[src/rtl/if_stage_pkg.sv]
// ============================================================================
// Module      : if_stage_pkg
// Description : Shared widths, reset PC, bus layouts and the sequential-PC
//               helper used by the instruction-fetch stage and its buffer.
// Revision    : 1.0 - initial release
// ============================================================================
`default_nettype none

package if_stage_pkg;

    localparam int          C_XLEN            = 32;
    localparam int          C_FS_TO_DS_BUS_WD = 64;
    localparam int          C_BR_BUS_WD       = 33;
    localparam logic [31:0] C_PC_RESET        = 32'hBFC0_0000;
    // fs_pc sits one word below the boot vector so the first sequential
    // fetch lands exactly on the boot vector.
    localparam logic [31:0] C_FS_PC_RESET     = C_PC_RESET - 32'd4;

    typedef struct packed {
        logic        taken;
        logic [31:0] target;
    } br_bus_t;

    typedef struct packed {
        logic [31:0] pc;
        logic [31:0] inst;
    } fs_to_ds_bus_t;

    // Sequential successor, 32-bit modulo (0xFFFFFFFC wraps to 0).
    function automatic logic [C_XLEN-1:0] f_seq_pc(input logic [C_XLEN-1:0] pc);
        return pc + 32'd4;
    endfunction

endpackage

`default_nettype wire

[src/rtl/if_inst_buf.sv]
// ============================================================================
// Module      : if_inst_buf
// Description : Holds the SRAM read data of the instruction sitting in IF
//               while decode stalls, since the SRAM only presents it for one
//               cycle after the request edge.
// Revision    : 1.0 - initial release
// ============================================================================
`default_nettype none

module if_inst_buf
    import if_stage_pkg::*;
(
    input  logic              clk,
    input  logic              rst,
    input  logic              i_fs_valid,
    input  logic              i_ds_allowin,
    input  logic [C_XLEN-1:0] i_rdata,
    output logic [C_XLEN-1:0] o_inst
);

    logic              r_buf_valid;
    logic [C_XLEN-1:0] r_buf;
    logic              w_capture;
    logic              w_release;

    // Capture only on the first stalled cycle: that is the one cycle the SRAM
    // data is still fresh. Release needs ds_allowin=1, capture needs it 0,
    // so the two can never coincide.
    assign w_capture = i_fs_valid & ~i_ds_allowin & ~r_buf_valid;
    assign w_release = i_fs_valid &  i_ds_allowin;

    // Buffer register: capture on stall entry, drop once decode takes it.
    always_ff @(posedge clk) begin
        if (rst) begin
            r_buf_valid <= 1'b0;
            r_buf       <= '0;
        end else if (w_capture) begin
            r_buf_valid <= 1'b1;
            r_buf       <= i_rdata;
        end else if (w_release) begin
            r_buf_valid <= 1'b0;
        end
    end

    assign o_inst = r_buf_valid ? r_buf : i_rdata;

endmodule

`default_nettype wire

[src/rtl/if_stage.sv]
// ============================================================================
// Module      : if_stage
// Description : Instruction-fetch stage. Generates nextpc (sequential, branch
//               redirect, or a redirect deferred past the delay slot), issues
//               the SRAM read and hands {pc, inst} to decode.
//               Optional macro IF_ADDR_ERR_EN adds the fs_adel output and
//               zeroes the instruction of a misaligned fetch.
// Revision    : 1.0 - initial release
// ============================================================================
`default_nettype none

module if_stage
    import if_stage_pkg::*;
(
    input  logic                         clk,
    input  logic                         reset,
    input  logic                         ds_allowin,
    input  logic [C_BR_BUS_WD-1:0]       br_bus,
    output logic                         fs_to_ds_valid,
    output logic [C_FS_TO_DS_BUS_WD-1:0] fs_to_ds_bus,
    output logic                         inst_sram_en,
    output logic [3:0]                   inst_sram_we,
    output logic [C_XLEN-1:0]            inst_sram_addr,
    output logic [C_XLEN-1:0]            inst_sram_wdata,
    input  logic [C_XLEN-1:0]            inst_sram_rdata
`ifdef IF_ADDR_ERR_EN
    ,
    output logic                         fs_adel
`endif
);

    br_bus_t           w_br;
    fs_to_ds_bus_t     w_out;
    logic              w_to_fs_valid;
    logic              w_fs_ready_go;
    logic              w_fs_allowin;
    logic              w_to_fs_go;
    logic [C_XLEN-1:0] w_seq_pc;
    logic [C_XLEN-1:0] w_nextpc;
    logic [C_XLEN-1:0] w_buf_inst;
    logic [C_XLEN-1:0] w_fs_inst;

    logic              r_fs_valid;
    logic [C_XLEN-1:0] r_fs_pc;
    logic              r_br_pend;
    logic [C_XLEN-1:0] r_br_pend_target;

    assign w_br = br_bus;

    // Pre-IF handshake: a fetch is requested every cycle IF can accept one.
    assign w_to_fs_valid = ~reset;
    assign w_fs_ready_go = 1'b1;
    assign w_fs_allowin  = ~r_fs_valid | (w_fs_ready_go & ds_allowin);
    assign w_to_fs_go    = w_to_fs_valid & w_fs_allowin;

    assign w_seq_pc = f_seq_pc(r_fs_pc);

    // Next-PC select. A branch seen while IF is empty is not applied now:
    // the delay slot is fetched first and the redirect waits in br_pend.
    always_comb begin
        w_nextpc = w_seq_pc;
        if (r_fs_valid && r_br_pend) begin
            w_nextpc = r_br_pend_target;
        end else if (r_fs_valid && w_br.taken) begin
            w_nextpc = w_br.target;
        end
    end

    // IF valid bit and PC.
    always_ff @(posedge clk) begin
        if (reset) begin
            r_fs_valid <= 1'b0;
            r_fs_pc    <= C_FS_PC_RESET;
        end else if (w_to_fs_go) begin
            r_fs_valid <= 1'b1;
            r_fs_pc    <= w_nextpc;
        end else if (ds_allowin) begin
            r_fs_valid <= 1'b0;
        end
    end

    // Pending redirect: latched once when a branch cannot be applied this
    // cycle, consumed by the next fetch issued with IF holding the delay slot.
    always_ff @(posedge clk) begin
        if (reset) begin
            r_br_pend        <= 1'b0;
            r_br_pend_target <= '0;
        end else if (w_to_fs_go && r_fs_valid) begin
            r_br_pend <= 1'b0;
        end else if (w_br.taken && !r_br_pend) begin
            r_br_pend        <= 1'b1;
            r_br_pend_target <= w_br.target;
        end
    end

    if_inst_buf u_inst_buf (
        .clk          (clk),
        .rst          (reset),
        .i_fs_valid   (r_fs_valid),
        .i_ds_allowin (ds_allowin),
        .i_rdata      (inst_sram_rdata),
        .o_inst       (w_buf_inst)
    );

`ifdef IF_ADDR_ERR_EN
    assign fs_adel   = r_fs_valid & (r_fs_pc[1:0] != 2'b00);
    assign w_fs_inst = fs_adel ? '0 : w_buf_inst;
`else
    assign w_fs_inst = w_buf_inst;
`endif

    assign w_out.pc       = r_fs_pc;
    assign w_out.inst     = w_fs_inst;
    assign fs_to_ds_bus   = w_out;
    assign fs_to_ds_valid = r_fs_valid & w_fs_ready_go;

    assign inst_sram_en    = w_to_fs_go;
    assign inst_sram_we    = 4'b0000;
    assign inst_sram_addr  = w_nextpc;
    assign inst_sram_wdata = '0;

endmodule

`default_nettype wire

[config.mk]
export PLATFORM = sky130hd
export DESIGN_NAME = if_stage
export DESIGN_NICKNAME = d
export VERILOG_FILES = /design/src/rtl/if_stage_pkg.sv /design/src/rtl/if_inst_buf.sv /design/src/rtl/if_stage.sv
export SDC_FILE = /design/constraint.sdc
export NUM_CORES = 1
export LEC_CHECK = 0
export ABC_AREA = 1
export BUFFER_PORTS_ARGS = -buffer_cell sky130_fd_sc_hd__buf_4
export CORE_ASPECT_RATIO = 0.75
export CORE_MARGIN = 5
export CORE_UTILIZATION = 47
export DETAILED_ROUTE_END_ITERATION = 6
export GPL_ROUTABILITY_DRIVEN = 0
export PLACE_DENSITY = 0.78
export SYNTH_ARGS = -nofsm -noshare
export SYNTH_HDL_FRONTEND = slang
export SYNTH_HIERARCHICAL = 1
export SYNTH_SLANG_ARGS = --single-unit
[constraint.sdc]
create_clock -name clk -period 1.67 [get_ports clk]
set_clock_uncertainty 0.15 [all_clocks]
set_input_delay 0.334 -clock clk [delete_from_list [all_inputs] [get_ports clk]]
set_output_delay 0.334 -clock clk [all_outputs]
set_load 0.05 [all_outputs]
==> run summary <==
Die area = 0.0157 mm²
Total CTS buffers = 9
Period Utilization, post-route = 157%
WHS = 0.0621 ns
Cells after synthesis = 1,058
Avg WL per Cell = 24.1 µm
Startpoint types = flop
I/O pin total = 202
Failing checks = DRC, setup timing
Psw = 4.93 mW
CTS tree = built
Post-synth ARST share = 0%
Largest net degree at the start of global routing = 39
Gr ovfl total = 0
Area leader, netlist = dfxtp_1
Core footprint = 0.0130 mm²
CP max FO = 4
Max-Cap Viols = 0
Synthesized flop and latch total = 99
Initial antenna violation count = 0
Lkg Pwr = 6.04 nW
Synth Flop Type = dfxtp_1
H-tree depth = 3
Worst-margin pin slew = 0.606 ns
Finish-stage setup viols = 143
Clk pwr share = 20.5%
Antenna viol nets, final = 0
Outcome = complete, but fails checks
Fmax = 382 MHz
PD cells = 929 mW/mm²
Ys Warns = 6
First-pass GRT wire length = 36,800 µm
Vias per cell = 6.18
Layout cells sized above 1 = 49.1%
Via Count = 9,514
Final HPWL DP = 15,000 µm
Seq/Total Area, Yosys = 31.8%
Final Max Slew Viols = 0
Max_slew headroom = 59.4%
Initial core utilization = 47.9%
Seq pwr share = 26.4%
Fin nets = 1,432
# diodes = 0
Most instantiated library cell after synthesis = nand2_1
Final Hold Fails = 0
Vias in the first global route = 7,469
Skew-Pair Late Insertion Delay = 0.36 ns
Design area = 0.0117 mm²
Tmin final = 2.62 ns
Cell Area, Synth = 0.00624 mm²
Area delta synth->final = 88.0%
Top cells by count, synth = 300 x nand2_1, 185 x nor2_1, 162 x inv_1
Syn avg cell area = 5.90 µm²
Die height = 110 µm
DP Area = 0.00901 mm²
Clock root cell = clkbuf_16
Post-CTS Hold Fix Bufs = 0
Port buffer count = 165
Hold Crit Class = in2reg
DR DRC count = 23
Cell variety after synth = 38
Critical path class = reg2out
Clock Pin Slew Worst Setup and Hold Paths = 0.07 ns
Worst VDD drop = 0.000901 V
Worst Path Required = 1.19 ns
Largest cells by area after synthesis = dfxtp_1 32%, nand2_1 18%, nor2_1 11%, inv_1 9.7%, o21ai_0 8.0%
Switch share = 45.3%
Gate power share = 53.1%
First DRT Iteration DRCs = 1,565
Cell internal pwr = 5.95 mW
Rows = 36
First-pass DRT Iterations = 7
Share of the synthesized area in the top cell type = 31.8%
Gr usage total = 29.2%
Endpoint class of the critical path = output port
Clock Path Buffers = 2
Clk sink count = 99
RSZ-0062 raised after global routing = yes
Drt total wl = 37,100 µm
Post-route worst setup slack = -0.946 ns
Die width = 143 µm
EDFF count, synth = 0
CP arrival = 2.13 ns
Setup TNS = -42.43 ns
==> power groups by stage <==
stage	registers [mW]	clock network, mW	logic [mW]
floorplan	3.09	0	2.48
global placement	2.80	0	4.01
detailed placement	2.80	0	4.06
CTS	2.76	2.15	4.58
global route	2.88	2.30	5.95
finish	2.88	2.23	5.78
==> cells by family after synthesis <==
| group | count (synthesis) | share of synthesized area [%] |
|---|---|---|
| buffers and inverters | 246 | 18.2 |
| adders and majority gates | 1 | 0.201 |
| AOI/OAI and AO/OA | 132 | 11.4 |
| and+or+nand+nor | 575 | 37.8 |
| xor gates and xnor gates | 4 | 0.562 |
| DFF | 99 | 31.8 |
| other | 1 | 0.0601 |
==> worst max-delay path, cell delays in order (launching register included) <==
cell and delay, ns:
dfxtp_4 0.40, nand2_1 0.12, nor2_1 0.19, nand2_1 0.15, nor2_2 0.23, nand2_1 0.17
nand2_1 0.14, nand3_2 0.08, nand2_2 0.09, nand2_4 0.06, buf_6 0.15
==> layer usage <==
metal  global-route usage [%]  up-vias  wire length [µm]
met1                     37.7     4317             12200
li1                         -     3760                 -
met2                     48.8     1054             16100
met4                     8.68        0              3610
met3                     7.17      383              5200
met5                        0        -                 0
==> final timing paths <==
path / slack [ns] / endpoint / depth (start not counted) / startpoint
setup / recovery: -0.95 / inst_sram_addr[31] / 10 / r_fs_pc[22]
hold / removal: 0.06 / u_inst_buf/r_buf_valid / 2 / reset
hold reg to reg: 0.34 / r_br_pend_target[28] / 2 / r_br_pend_target[28]
setup reg to reg: -0.42 / r_fs_pc[31] / 12 / r_fs_pc[22]
==> cell type report <==
class / count / area, µm²
repair buffers: 338 / 3500
fillers: 456 / 1290
repair inverters: 1 / 6.26
well taps: 171 / 214
inverters: 165 / 664
clock buffers: 13 / 282
flip-flops and latches: 99 / 2080
multi-input cells: 749 / 4960
clock inverters: 3 / 18.8
==> placed cells by master, fill, tap and decap left out, types with 5 or more instances in the layout <==
cell       netlist  layout
a21oi_1         10       7
buf_12           0      23
buf_16           0       6
buf_4           45     209
buf_6            4      72
buf_8            0      21
clkbuf_16        0      16
conb_1           1      36
dfxtp_1         99      67
dfxtp_2          0       9
dfxtp_4          0      23
inv_1          162     156
inv_4            1       5
nand2_1        300     205
nand2_2          8      41
nand2_4          1      59
nand2_8          0       5
nand3_1         65      48
nand3_2          0      15
nor2_1         185     118
nor2_2           5      31
nor2_4           6      47
o21ai_0        100      26
o21ai_1          3      22
o21ai_2          4      24
o21ai_4          0      35
==> registers in the layout, summed over array words and instances, names as in the netlist <==
name / flops
fs_to_ds_valid: 1
r_br_pend: 1
r_br_pend_target: 32
r_fs_pc: 32
u_inst_buf/r_buf: 32
u_inst_buf/r_buf_valid: 1
==> through the flow <==
step           std cells  power (mW)  util, %  setup WS, ns
3_5_place_dp        1456        6.86     69.2        -0.461
2_1_floorplan       1093        5.57        -        -0.466
6_report            1539        10.9     90.1        -0.946
5_1_grt             1539        11.1     90.1         -1.14
3_3_place_gp        1456        6.81     69.2        -0.464
4_1_cts             1505        9.50     79.4        -0.725
==> timing repair <==
action / in CTS / in global routing
buffers inserted: 26 / 27
cloned: 8 / 8
gates resized for setup: 178 / 284
pin swaps: 59 / 57
endpoints found under the setup margin: 80 / 147
Note: power is estimated with default switching activity, not from simulation.
